$ cat src/rtl/lvdc_pkg.sv
// Shared constants, serializer state encoding and the odd-parity helper
// used by both the operand serializer and the memory-side writer.
package lvdc_pkg;

  localparam int WORD_W = 26;
  localparam int CNT_W  = 5;

  typedef enum logic [1:0] {
    IDLE  = 2'd0,
    ARMED = 2'd1,
    SHIFT = 2'd2
  } ser_state_t;

  // Parity bit that makes {d, bit} contain an odd number of ones.
  function automatic logic odd_par_bit(input logic [WORD_W-1:0] d);
    return ~(^d);
  endfunction

endpackage

$ cat src/rtl/operand_serializer_if.sv
// Load handshake between the sequencer (master) and the operand serializer (slave).
interface operand_serializer_if;
  import lvdc_pkg::*;

  logic              load_valid;
  logic              load_ready;
  logic [WORD_W-1:0] load_data;
  logic              load_par;

  modport master (output load_valid, output load_data, output load_par, input load_ready);
  modport slave  (input load_valid, input load_data, input load_par, output load_ready);

endinterface

$ cat src/rtl/operand_serializer_bit_time_counter.sv
// Bit-time index for the serializer: clear/increment on request, saturates
// at the sign bit, and decodes first/last bit-time.
module bit_time_counter
  import lvdc_pkg::*;
(
  input  logic             v1,
  input  logic             rst_n,
  input  logic             clr,
  input  logic             inc,
  output logic [CNT_W-1:0] bit_idx,
  output logic             at_first,
  output logic             at_last
);

  localparam logic [CNT_W-1:0] LAST_IDX = CNT_W'(WORD_W - 1);

  always_ff @(posedge v1 or negedge rst_n) begin
    if (!rst_n) begin
      bit_idx <= '0;
    end else if (clr) begin
      bit_idx <= '0;
    end else if (inc && !at_last) begin
      bit_idx <= bit_idx + 1'b1;
    end
  end

  assign at_first = (bit_idx == '0);
  assign at_last  = (bit_idx == LAST_IDX);

endmodule

$ cat src/rtl/operand_serializer.sv
// Parallel-to-serial operand transmitter, LSB first, recirculating the word.
// Optional load parity check enabled by OPERAND_PARITY_CHK_EN.
//
// state | meaning
// IDLE  | waiting for a word, load_ready high
// ARMED | bit 0 presented, waiting for the first bit_en
// SHIFT | bits 1..WORD_W-1 presented, one per bit_en
module operand_serializer
  import lvdc_pkg::*;
(
  input  logic                 v1,
  input  logic                 rst_n,
  input  logic                 bit_en,
  input  logic                 abort,
  operand_serializer_if.slave  ld,
  output logic                 ser_bit,
  output logic                 ser_valid,
  output logic                 first_bit,
  output logic                 last_bit,
  output logic [CNT_W-1:0]     bit_idx,
  output logic [WORD_W-1:0]    word_q,
  output logic                 busy,
  output logic                 par_err
);

  ser_state_t        state, state_d;
  logic [WORD_W-1:0] word_d;
  logic              cnt_clr, cnt_inc, at_first, at_last, load_rdy;

  bit_time_counter u_cnt (
    .v1       (v1),
    .rst_n    (rst_n),
    .clr      (cnt_clr),
    .inc      (cnt_inc),
    .bit_idx  (bit_idx),
    .at_first (at_first),
    .at_last  (at_last)
  );

  always_ff @(posedge v1 or negedge rst_n) begin
    if (!rst_n) begin
      state  <= IDLE;
      word_q <= '0;
    end else begin
      state  <= state_d;
      word_q <= word_d;
    end
  end

  always_comb begin
    state_d   = state;
    word_d    = word_q;
    cnt_clr   = 1'b0;
    cnt_inc   = 1'b0;
    load_rdy  = 1'b0;
    busy      = 1'b0;
    ser_valid = 1'b0;
    ser_bit   = 1'b0;
    first_bit = 1'b0;
    last_bit  = 1'b0;
    case (state)
      IDLE: begin
        load_rdy = 1'b1;
        if (ld.load_valid) begin
          word_d  = ld.load_data;
          cnt_clr = 1'b1;
          state_d = ARMED;
        end
      end
      ARMED: begin
        busy      = 1'b1;
        ser_valid = 1'b1;
        ser_bit   = word_q[0];
        first_bit = at_first;
        if (bit_en) begin
          word_d  = {word_q[0], word_q[WORD_W-1:1]};
          cnt_inc = 1'b1;
          state_d = SHIFT;
        end
      end
      SHIFT: begin
        busy      = 1'b1;
        ser_valid = 1'b1;
        ser_bit   = word_q[0];
        last_bit  = at_last;
        if (bit_en) begin
          word_d = {word_q[0], word_q[WORD_W-1:1]};
          if (at_last) begin
            // Final rotate restores the operand unless a back-to-back load replaces it.
            cnt_clr  = 1'b1;
            load_rdy = 1'b1;
            if (ld.load_valid) begin
              word_d  = ld.load_data;
              state_d = ARMED;
            end else begin
              state_d = IDLE;
            end
          end else begin
            cnt_inc = 1'b1;
          end
        end
      end
      default: state_d = IDLE;
    endcase
    if (abort) begin
      state_d  = IDLE;
      word_d   = word_q;
      cnt_clr  = 1'b1;
      cnt_inc  = 1'b0;
      load_rdy = 1'b0;
    end
  end

  assign ld.load_ready = load_rdy;

`ifdef OPERAND_PARITY_CHK_EN
  logic par_err_q;

  always_ff @(posedge v1 or negedge rst_n) begin
    if (!rst_n) begin
      par_err_q <= 1'b0;
    end else if (ld.load_valid && load_rdy) begin
      par_err_q <= (ld.load_par != odd_par_bit(ld.load_data));
    end
  end

  assign par_err = par_err_q;
`else
  assign par_err = 1'b0;
`endif

endmodule

$ cat src/flat_wrapper.sv
// flat-port wrapper written by rule: the top's interface ports become plain ports
module operand_serializer_flat import lvdc_pkg::*;
  (v1, rst_n, bit_en, abort, ser_bit, ser_valid, first_bit, last_bit, bit_idx, word_q, busy, par_err, ld_load_valid, ld_load_data, ld_load_par, ld_load_ready);
  operand_serializer_if ld_i ();
  input  logic v1;
  input  logic rst_n;
  input  logic bit_en;
  input  logic abort;
  output logic ser_bit;
  output logic ser_valid;
  output logic first_bit;
  output logic last_bit;
  output logic [CNT_W-1:0] bit_idx;
  output logic [WORD_W-1:0] word_q;
  output logic busy;
  output logic par_err;
  input wire logic [$bits(ld_i.load_valid)-1:0] ld_load_valid;
  input wire logic [$bits(ld_i.load_data)-1:0] ld_load_data;
  input wire logic [$bits(ld_i.load_par)-1:0] ld_load_par;
  output wire logic [$bits(ld_i.load_ready)-1:0] ld_load_ready;
  assign ld_i.load_valid = ld_load_valid;
  assign ld_i.load_data = ld_load_data;
  assign ld_i.load_par = ld_load_par;
  assign ld_load_ready = ld_i.load_ready;
  operand_serializer u_core (.v1(v1), .rst_n(rst_n), .bit_en(bit_en), .abort(abort), .ld(ld_i), .ser_bit(ser_bit), .ser_valid(ser_valid), .first_bit(first_bit), .last_bit(last_bit), .bit_idx(bit_idx), .word_q(word_q), .busy(busy), .par_err(par_err));
endmodule
$ cat config.mk
export PLATFORM = sky130hd
export DESIGN_NAME = operand_serializer_flat
export DESIGN_NICKNAME = d
export VERILOG_FILES = /design/src/rtl/lvdc_pkg.sv /design/src/rtl/operand_serializer_if.sv /design/src/rtl/operand_serializer_bit_time_counter.sv /design/src/rtl/operand_serializer.sv /design/src/flat_wrapper.sv
export SDC_FILE = /design/constraint.sdc
export NUM_CORES = 1
export LEC_CHECK = 0
export CAP_MARGIN = 15
export CORE_AREA = 5 5 76 78
export CTS_CLUSTER_DIAMETER = 150
export DETAILED_ROUTE_END_ITERATION = 16
export DIE_AREA = 0 0 81 83
export GPL_TIMING_DRIVEN = 0
export MAX_ROUTING_LAYER = met4
export PLACE_DENSITY = 0.81
export SYNTH_ARGS = -nofsm -noshare
export SYNTH_HDL_FRONTEND = slang
export SYNTH_SLANG_ARGS = --single-unit
$ cat constraint.sdc
create_clock -name v1 -period 1.7 [get_ports v1]
set_input_delay 0.51 -clock v1 [delete_from_list [all_inputs] [get_ports v1]]
set_output_delay 0.51 -clock v1 [all_outputs]
set_load 0.01 [all_outputs]
==> metrics.md, run 1 <==
| Metric | Value |
|---|---|
| Status | `complete, but fails checks` |
| Failing checks | `negative setup slack` |
| Main combinational cell family by area after synthesis | `compound AO/OA/AOI/OAI gates` |
| Final std cells w/o fill | `350` |
| Die area | `6720 um^2` |
| Vias in the first global route | `1742` |
| Simple-Gate Fraction of Synth Area | `roughly an eighth` |
| HP Class | `in -> async` |
| R2R depth | `9` |
| CTS sink cnt | `33` |
| Max_slew headroom | `51.3%` |
| RD Place Congestion | `0.776` |
| Sequential fraction of the synthesis area | `between 40% and 50%` |
| Post-CTS Hold Buffers | `0` |
| Placed insts | `316` |
| Critical path required time | `roughly 1.2 ns` |
| Initial DRC count | `62` |
| IO buf count | `67` |
| TritonCTS clock tree | `built` |
| Max Slew Vio Count | `0` |
| Min Tclk post-route | `about 2 ns` |
| CP peak stage delay | `0.40 ns` |
| Die Ht | `83 um` |
| Syn Area/Cell | `10.8 um^2` |
| Finished Core Util | `64.4%` |
| Core Box Area | `5010 um^2` |
| RSZ-0062 raised after global routing | `true` |
| Worst Tran Pin Value | `0.730 ns` |
| Startpoint types | `flop` |
| Worst VDD drop | `around 970 uV` |
| Leakage | `1.39 nW` |
| Power per Cell Area | `1670 nW/um^2` |
| Initial antenna violation count | `0` |
| Critical path fanouts, max | `3` |
| Antenna Cells | `0` |
| Mapped cell area | `1930 um^2` |
| Final Hold Fails | `0` |
| Synth Area in XOR/XNOR | `under 10%` |
| Syn_nets | `218` |
| Total Routing Usage GR | `between 15 and 20%` |
| Setup violations, final | `36` |
| Final nets | `319` |
| First-pass GRT wire length | `8870 um` |
| Die width | `approximately 80 um` |
| Gr ovfl total | `0` |
| Peak Freq | `513 MHz` |
| Multiplexer share of the synthesized area | `1.04%` |
| Reg2Reg Setup Slack | `-0.10 ns` |
| CP Data Arrival Time | `1.44 ns` |
| Tcrit/Tclk final | `115%` |
| Skew-Pair Late Insertion Delay | `0.27 ns` |
| Worst Path Buf+Inv | `2` |
| Root buf cell | `clkbuf_8` |
| Fin Setup TNS | `-2.76 ns` |
| Post-Synthesis Cells | `179` |
| Initial DRT Pass Iterations | `4` |
| Pwr Total | `5.40 mW` |
| Initial Util | `38.4%` |
| Vias/cell | `4.92` |
| Post-DP HPWL | `3610 um` |
| Max-Cap Viols | `0` |
| Num ports | `70` |
| Final Skew | `0.00490 ns` |
| Post-DRT Antenna Nets | `0` |
| Post-synth cell types | `31` |
| Row count | `26` |
| Layout cells sized above 1 | `approximately 47%` |
| Crit. End Element | `primary output` |
| Compound-Gate Fraction of Synth Area | `31.6%` |
| Critical-path cell list | `inv_2 > ha_4 > nand4b_4 > nor2_4 > a21oi_2 > nor2_1 > buf_2` |
| Post-synthesis adder-cell area fraction | `4.55%` |
| Yosys warning count | `0` |
| Setup ws final | `-0.248 ns` |
| Fin Hold WS | `0.281 ns` |
| WS Path Type | `reg -> out` |
| WL final | `5630 um` |
| Startpoint of the worst register-to-register path | `u_core.state[0]` |
| CP top delay family | `flip-flops` |
| TritonCTS buffer count | `5` |
| Largest net degree at the start of global routing | `34` |
| Crit path launch | `u_core.u_cnt.bit_idx[1]` |
| Clock Path Buffers | `2` |
| H-Tree Depth | `2` |
| Vias | `around 1700` |
| DRC Markers | `0` |
| Worst-path clk slew | `0.07 ns` |
| Area Overhead vs Synth | `67.5%` |
| Post-synthesis register bit count | `33` |
| Average wire per cell in the routed design | `16.1 um` |
| Worst path depth | `7` |
| Slowest-stage cell, CP | `dfrtp_1` |
==> Yosys cell counts, drive strengths merged <==
master	instances	share of area (%)
a21oi	31	12
a221o	1	0.52
a22oi	26	15
a31oi	1	1.1
and2	2	0.65
and4b	1	0.71
buf	8	3.4
clkbuf	4	1.8
conb	1	0.19
dfrtp	33	43
ha	7	4.5
inv	6	1.2
mux2i	2	1.0
nand2	4	0.78
nand2b	1	0.33
nand4	2	0.65
nand4b	1	0.78
nor2	38	7.4
nor3	1	0.26
o211a	2	1.0
o21ai	2	1.1
o221a	1	0.58
or3	1	0.39
xnor2	1	0.45
xor2	2	0.91
==> registers in the layout (all words and copies together), names as in the netlist <==
| signal | count |
|---|---|
| u_core.word_q | 26 |
| u_core.state | 2 |
| u_core.u_cnt.bit_idx | 5 |
==> final cells by class <==
class,instances,area (um^2)
Tap cell,70,87.6
Buffer,12,144
Clock buffer,7,86.3
Multi-Input combinational cell,128,1140
Inverter,6,27.5
Sequential cell,33,831
Fill cell,438,1780
Timing Repair Buffer,94,908
==> timing repair <==
item,4_1_cts,5_1_grt
gates cloned,2,0
pin swaps,42,18
endpoints found under the hold margin,0,0
gates resized for setup,97,29
setup endpoints to repair,64,38
setup buffers,19,6
==> through the flow <==
stage	setup WS (ns)	instance area [um^2]
floorplan	-0.0478	1970
global placement	-0.701	2730
detailed placement	-0.644	2720
CTS	-0.244	3080
global route	-0.324	3230
finish	-0.248	3230
==> cell usage in the layout (no fill, tap or decap), types with 2 or more instances in the layout <==
master,Yosys,layout
dfrtp_1,33,29
o21ai_4,1,2
a22oi_2,20,26
inv_2,0,3
mux2i_1,2,2
nand4_1,2,2
buf_6,0,17
nor2_1,38,36
and2_4,0,2
buf_2,4,3
ha_4,0,4
nand2_1,4,3
buf_4,2,18
xor2_1,2,2
clkbuf_8,2,8
ha_1,7,3
buf_8,2,3
dlygate4sd2_1,0,32
inv_4,0,2
a21oi_1,11,5
dfrtp_2,0,4
a21oi_2,20,26
buf_16,0,2
clkdlybuf4s50_1,0,27
==> power breakdown <==
group	switching, mW	internal (mW)
logic	1.62	1.76
registers	0.314	1.12
clock network	0.263	0.321
==> final timing paths <==
| check | end |
|---|---|
| max in group asynchronous | u_core.u_cnt.bit_idx[0] |
| hold / removal | u_core.word_q[8] |
| setup / recovery | ld_load_ready |
| min in group v1 | u_core.word_q[13] |
| hold reg to reg | u_core.word_q[13] |
| setup reg to reg | u_core.u_cnt.bit_idx[2] |
==> per-layer routing <==
metal	global-route usage, %	up-vias	share of wire, %
met5	-	-	0
met4	3.23	0	0.44
met3	3.68	4	4.9
met2	27.9	49	52
met1	22.0	830	43
li1	-	838	-
==> cells by family after synthesis <==
| family | after synthesis |
|---|---|
| buffers and inverters | 18 |
| XOR/XNOR | 3 |
| AND/OR/NAND/NOR | 51 |
| adder cells (fa/ha/maj) | 7 |
| other | 1 |
| AO/OA/AOI/OAI | 64 |
| flip-flops | 33 |
| multiplexers | 2 |
No activity file was read; power rests on OpenSTA's default activity.
==> run 2: changes to the inputs <==
Settings changed: ABC_CLOCK_PERIOD_IN_PS set to 1700.
==> results of run 2 <==
The final DEF is identical to that of run 1; final timing and power are the same.
